`config.mk`:
```
export PLATFORM = sky130hd
export DESIGN_NAME = reg_bank_writer
export DESIGN_NICKNAME = d
export VERILOG_FILES = /design/src/rtl/reg_bank_writer_pkg.sv /design/src/rtl/reg_onehot_dec.sv /design/src/rtl/reg_bank_writer.sv
export SDC_FILE = /design/constraint.sdc
export NUM_CORES = 1
export LEC_CHECK = 0
export ABC_AREA = 1
export CELL_PAD_IN_SITES_DETAIL_PLACEMENT = 1
export CELL_PAD_IN_SITES_GLOBAL_PLACEMENT = 2
export CORE_ASPECT_RATIO = 1.4
export CORE_MARGIN = 2
export CORE_UTILIZATION = 26
export CTS_CLUSTER_DIAMETER = 50
export DETAILED_ROUTE_END_ITERATION = 12
export PLACE_DENSITY = 0.72
export SKIP_CTS_REPAIR_TIMING = 1
export SLEW_MARGIN = 20
export SYNTH_ARGS = -nofsm -noshare
export SYNTH_HDL_FRONTEND = slang
export SYNTH_SLANG_ARGS = --single-unit
```
`constraint.sdc`:
```
create_clock -name clk -period 2.25 [get_ports clk]
set_clock_uncertainty 0.15 [all_clocks]
set_input_delay 0.3375 -clock clk [delete_from_list [all_inputs] [get_ports clk]]
set_output_delay 0.3375 -clock clk [all_outputs]
set_load 0.01 [all_outputs]
```
`src/rtl/reg_bank_writer_pkg.sv`:
```
// Shared types and constants for the register-bank write side.
package reg_bank_writer_pkg;

  localparam int REG_W  = 16;
  localparam int NREGS  = 16;
  localparam int ADDR_W = 4;

  typedef struct packed {
    logic              en;
    logic [ADDR_W-1:0] addr;
    logic [REG_W-1:0]  data;
  } wr_req_t;

  function automatic logic [NREGS-1:0] onehot16(input logic [ADDR_W-1:0] addr, input logic en);
    if (en) begin
      onehot16 = 16'h0001 << addr;
    end else begin
      onehot16 = 16'h0000;
    end
  endfunction

endpackage

```
`src/rtl/reg_onehot_dec.sv`:
```
// 4-to-16 one-hot decoder with enable; zero bits set when disabled.
module reg_onehot_dec
  import reg_bank_writer_pkg::*;
(
  input  logic [ADDR_W-1:0] i_addr,
  input  logic              i_en,
  output logic [NREGS-1:0]  o_sel
);

  assign o_sel = onehot16(i_addr, i_en);

endmodule

```
`src/rtl/reg_bank_writer.sv`:
```
// Write side of the 16x16 register bank: one-cycle write stage, commit, flat view, read selects.
// Optional macro WR_FWD_EN overlays the staged write onto regs_flat.
module reg_bank_writer #(
  parameter int WIDTH   = 16,
  parameter int NREGS   = 16,
  parameter int ZERO_R0 = 1
) (
  input  logic                   clk,
  input  logic                   reset,
  input  logic                   wr_en,
  input  logic [3:0]             wr_addr,
  input  logic [WIDTH-1:0]       wr_data,
  input  logic [3:0]             rd_addr_a,
  input  logic [3:0]             rd_addr_b,
  input  logic                   rd_en_a,
  input  logic                   rd_en_b,
  output logic [NREGS*WIDTH-1:0] regs_flat,
  output logic [NREGS-1:0]       sel_a,
  output logic [NREGS-1:0]       sel_b,
  output logic                   wr_pending,
  output logic [15:0]            wr_count
);
  import reg_bank_writer_pkg::*;

  wr_req_t          r_stage;
  logic [WIDTH-1:0] r_regs [NREGS];
  logic [15:0]      r_count;
  logic             w_commit_en;
  logic [NREGS-1:0] w_wr_vec;

  // Writes to register 0 are dropped entirely when it is hard-wired to zero.
  assign w_commit_en = r_stage.en && !((ZERO_R0 != 0) && (r_stage.addr == 4'd0));

  reg_onehot_dec u_dec_a  (.i_addr(rd_addr_a),    .i_en(rd_en_a),     .o_sel(sel_a));
  reg_onehot_dec u_dec_b  (.i_addr(rd_addr_b),    .i_en(rd_en_b),     .o_sel(sel_b));
  reg_onehot_dec u_dec_wr (.i_addr(r_stage.addr), .i_en(w_commit_en), .o_sel(w_wr_vec));

  // Stage incoming request, commit the previous one, count commits.
  always_ff @(posedge clk) begin
    if (reset) begin
      r_stage <= '0;
      r_count <= 16'd0;
      for (int i = 0; i < NREGS; i++) begin
        r_regs[i] <= '0;
      end
    end else begin
      r_stage.en <= wr_en;
      if (wr_en) begin
        r_stage.addr <= wr_addr;
        r_stage.data <= wr_data;
      end
      if (w_commit_en) begin
        r_count <= r_count + 16'd1;
      end
      for (int i = 0; i < NREGS; i++) begin
        if (w_wr_vec[i]) begin
          r_regs[i] <= r_stage.data;
        end
      end
    end
  end

  for (genvar gi = 0; gi < NREGS; gi++) begin : g_slot
    logic w_fwd;
`ifdef WR_FWD_EN
    assign w_fwd = r_stage.en && (r_stage.addr == ADDR_W'(gi));
`else
    assign w_fwd = 1'b0;
`endif
    assign regs_flat[gi*WIDTH +: WIDTH] = ((ZERO_R0 != 0) && (gi == 0)) ? '0 :
                                          (w_fwd ? r_stage.data : r_regs[gi]);
  end

  assign wr_pending = r_stage.en;
  assign wr_count   = r_count;

endmodule

```
==> Yosys cells after proc, flatten, opt, wreduce, memory -nomap -nowiden <==
Memories as Yosys holds them, arrays and structs flattened.
Cells that the tools add are included.
Widths: inputs -> output; s select.
{ "totals": {"ff_bits": 37, "mem_bits_rw": 256, "inputBits": 33, "out_inout_bits": 305, "wordCells": 97, "n_memories": 1} }
{ "memory_table": {"columns": ["name", "words", "width", "rd", "rd_ports_with_merged_regs", "wr", "line_no", "source"], "rows": [
  ["r_regs", 16, 16, 15, 0, 16, "reg_bank_writer.sv:26", "logic [WIDTH-1:0] r_regs [NREGS];"]
]} }
{ "classes": {"add_sub_neg": 1, "n_shift": 3, "n_mux": 69, "bitwise": 16, "reduce_logical": 3} }
{ "ops": {"columns": ["cell", "n"], "rows": [
  ["$mux 16", 19],
  ["$mux 1", 50],
  ["$shl 1x4->16 const A", 3],
  ["$add 16x1->16 const B", 1],
  ["$or 1x1->1", 16],
  ["$logic_not 4->1", 1],
  ["$logic_and 1x1->1", 1],
  ["$logic_not 1->1", 1]
]} }

==> Logic depth before layout (Yosys ltp) <==
{ "depth": {"depth_word": 8, "ltp_mapped": 8, "mapped_depth_nobuf": 8} }

==> By module <==
A second synthesis with hierarchy kept.
{ "hier_totals": {"cells_unflattened": 743, "area_unflattened_um2": 10070.9} }
{ "modules_own_cells": {"columns": ["mod", "instances", "cells_per_inst", "area_per_inst_um2", "seq_area_each_um2"], "rows": [
  ["reg_bank_writer", 1, 650, 9691.8, 7947.6],
  ["reg_onehot_dec", 3, 31, 126.4, 0.0]
]} }

==> Worst setup path before layout <==
OpenSTA, ideal clock, no wires.
{ "synth_timing": {"path_kind": "reg2reg", "start": "reg r_stage[16] (netlist name)", "end": "mem r_regs[8][0] (netlist: r_regs[0][128]), enable pin", "setup_time_ns": 0.411, "t_arrival_ns": 1.820, "t_required_ns": 1.689, "path_slack_ns": -0.131, "path_stages_with_launch": 4, "path_buffers": 0, "period_less_slack_ns": 2.381, "path_cell_list": "dfxtp_1 nor2_2 nand2_1 o21ai_0"} }
{ "synth_rtl": {"columns": ["item", "line_no", "source"], "rows": [
  ["start: declaration", "reg_bank_writer.sv:25", "wr_req_t r_stage;"],
  ["end: declaration", "reg_bank_writer.sv:26", null]
]} }

==> Worst setup path in the final report <==
{ "layout_timing": {"start": "in rd_en_b", "end": "out sel_b[0]"} }
{ "layout_between": {"elab_chain_cells": 1} }
{ "layout_lines": {"columns": ["item", "line_no", "source"], "rows": [
  ["start: declaration", "reg_bank_writer.sv:16", "input logic rd_en_b,"],
  ["$mux 16", "reg_bank_writer_pkg.sv:15", "if (en) begin"],
  ["end: declaration", "reg_bank_writer.sv:19", "output logic [NREGS-1:0] sel_b,"]
]} }
Every way passes these cells.

==> impl_metrics.csv <==
group,metric,value,unit
sta,fmax,0.4621,GHz
critical_path,criticalPathCategory,"in -> out",
floorplanning,die_area,0.04016,mm^2
clock_network,clock-sinks,277,
clock_network,cts_buffer_depth,3,
placed_design,port_buffers,321,
sta,setup_viol,0,
status,status,"finished, final reports clean",
clock_network,tritoncts,"built",
clock_network,htree_levels,1,
final_layout,area_delta_synth_final,53.36,%
yosys,synth_cell_types,25,
final_layout,layout_common_cells,"clkdlybuf4s50_1 (312), nor2_1 (247), edfxtp_1 (240), nand2_1 (64), dfxtp_1 (37)",
critical_path,startpoint_type,"input port",
sta,finalHoldViolCount,0,
route,drtPass1Iterations,6,
route,ant_nets,0,
route,vias,7142,
pwr,vdd_drop_max,0.0005786,V
final_layout,final_common_cell,"clkdlybuf4s50_1",
clock_network,clk_latency,0.56,ns
final_layout,drive_above_1_share,0.1035,
sta,grt_setup_unrepaired,"no",
min_path,hp-start,"wr_en",
grt,grt_max_degree,30,
clock_network,cts_inserted_buffers,30,
clock_network,path_clk_slew,0.06,ns
critical_path,crit_chain,"clkdlybuf4s50_1 > nand2_2 > nor2_1 > clkdlybuf4s50_1",
flow_run,max_cap_violations,0,
critical_path,rr_worst_depth,6,
route,wl_per_cell,19.69,um
floorplanning,die-height,236.3,um
sta,period_minus_slack,2.164,ns
critical_path,crit_arrival,1.68,ns
critical_path,r2r-end,"r_regs[0][154]$_SDFFCE_PN0P_",
yosys,ys_ff_latch,277,
yosys,yosysSeqAreaShare,0.7929,
floorplanning,die_x,169.9,um
sta,timing.setup.tns,0,ns
placed_design,gp_congestion,0.7930,
yosys,synthesis.area,0.01002,mm^2
placed_design,placed_area,0.01439,mm^2
min_path,hp-class,"in -> reg",
min_path,hold_end,"wr_pending$_SDFF_PP0_",
critical_path,cp_slowest_cell,"clkdlybuf4s50_1",
critical_path,path_delay_family,"buffers and inverters",
grt,grt_first_pass_wirelength,47.62,mm
floorplanning,core-area,0.03829,mm^2
route,drt_iter0_markers,368,
sta,tightestPinTransition,0.6237,ns
placed_design,dp_cells,1602,
critical_path,crit_required,1.76,ns
route,drc_errors,0,
min_path,min_path_cells,3,
placed_design,dp_slack,-0.02093,ns
critical_path,timing.rr.start,"r_stage[16]$_SDFFE_PP0P_",
grt,grt_pass1_vias,7578,
yosys,ys.flop_type,"edfxtp_1",
final_layout,n_fill_cell,4072,
sta,setup_slack,0.08583,ns
grt,grt_overflow_total,0,
floorplanning,boundaryPins,338,
yosys,syn-instance-count,768,
floorplanning,row_count,85,
grt,track_usage,0.1596,
pwr,p_leak,5.658,nW
critical_path,cpMostUsedCell,"clkdlybuf4s50_1",
pwr,power.density,769.9,mW/mm^2
yosys,synth-edff-count,240,
yosys,avgSynthCellArea,13.05,um^2
yosys,yosys_warnings,0,
critical_path,worst_path_largest_cell_delay,0.55,ns
critical_path,ff2ff_setup_slack,0.29,ns
placed_design,dp_hpwl,23.74,mm
final_layout,fin_cells,1658,
route,vias_per_cell,4.308,
grt,antenna_found_initial,1,
sta,slew_headroom,0.5837,
sta,holdWs,0.2026,ns
final_layout,final_nets,1190,
critical_path,setup.worst_path.end_class,"output pin",
route,wl,32.64,mm
yosys,async_reset_ff_frac,0,
critical_path,worst-path-buf-inv,2,
floorplanning,initial_core_util,0.2618,
clock_network,cts_root_buf,"clkbuf_16",
final_layout,design_area,0.01537,mm^2
sta,final-max-slew-violation-count,0,
sta,post-route-period-util,0.9619,
critical_path,cp_max_fo,8,
[through the flow]
step	power [mW]	utilization
3_5_place_dp	7.246	0.3758
4_1_cts	11.98	0.4006
6_report	11.83	0.4015
3_3_place_gp	7.216	0.3758
2_1_floorplan	6.419	-
5_1_grt	12.22	0.4015
[worst reg2reg max path: stages (launching register included)]
cell	delay, ns
dfxtp_1	0.46
inv_1	0.15
nor4_1	0.39
buf_4	0.18
clkinv_1	0.07
nand2_1	0.11
buf_12	0.16
[layout make-up]
class / instances / area (um^2) / share of cell area
flip-flops and latches: 277 / 7948 / 0.5170
repair buffers: 376 / 3936 / 0.2561
multi-input cells: 415 / 1729 / 0.1125
clock buffers: 34 / 765.7 / 0.04981
well taps: 478 / 598.1 / 0.03891
inverters: 56 / 210.2 / 0.01367
clock inverters: 21 / 182.7 / 0.01188
diodes: 1 / 2.502 / 0.0001628
[flip-flops by register name, summed over array words and instances, names as in the netlist]
register / cells
r_regs: 240
wr_count: 16
r_stage: 20
wr_pending: 1
[power by group]
part	internal (mW)	switching [mW]	total, mW	leakage, nW
Sequential	5.83	0.0804	5.91	2.78
Combinational	0.568	0.630	1.20	2.41
Clock	2.61	2.12	4.72	0.462
[synth_stat cells (2+ instances only)]
master	instances	area, um^2
inv_1	38	142.6
a21oi_1	32	160.2
nor3_1	5	25.02
nand3_1	25	125.1
nand2_1	68	255.2
buf_4	17	127.6
buf_2	9	45.04
nand2_2	5	31.28
xor2_1	2	17.52
dfxtp_1	37	740.7
clkinv_1	17	63.81
edfxtp_1	240	7207
clkbuf_1	8	30.03
nor2_1	247	927.1
o21ai_0	8	40.04
[how the worst max path moves through the flow]
stage / from / end / slack, ns / cells after the start
2_1_floorplan: r_stage[18]$_SDFFE_PP0P_ / r_regs[0][64]$_SDFFCE_PN0P_ / 0.09 / 7
3_3_place_gp: rd_addr_a[0] / sel_a[2] / 0.05 / 5
3_5_place_dp: rd_addr_b[1] / sel_b[0] / -0.02 / 5
4_1_cts: rd_addr_b[1] / sel_b[0] / -0.03 / 5
5_1_grt: rd_en_b / sel_b[1] / 0.006 / 4
6_report: rd_en_b / sel_b[0] / 0.09 / 4
[per-layer routing]
| layer | GRT usage | vias up | share of wire |
|---|---|---|---|
| li1 | - | 3334 | - |
| met1 | 0.1614 | 3502 | 0.35 |
| met2 | 0.3158 | 255 | 0.56 |
| met3 | 0.03121 | 51 | 0.057 |
| met4 | 0.06009 | 0 | 0.033 |
| met5 | 0 | - | 0 |
[kinds of logic after synthesis]
group / share of synthesized area
flip-flops: 0.7929
AND/OR/NAND/NOR: 0.1422
AO/OA/AOI/OAI: 0.01997
buffers and inverters: 0.04157
other: 0.0003741
adder cells (fa/ha/maj): 0.001248
XOR/XNOR: 0.001748
No activity file was read; power rests on OpenSTA's default activity.
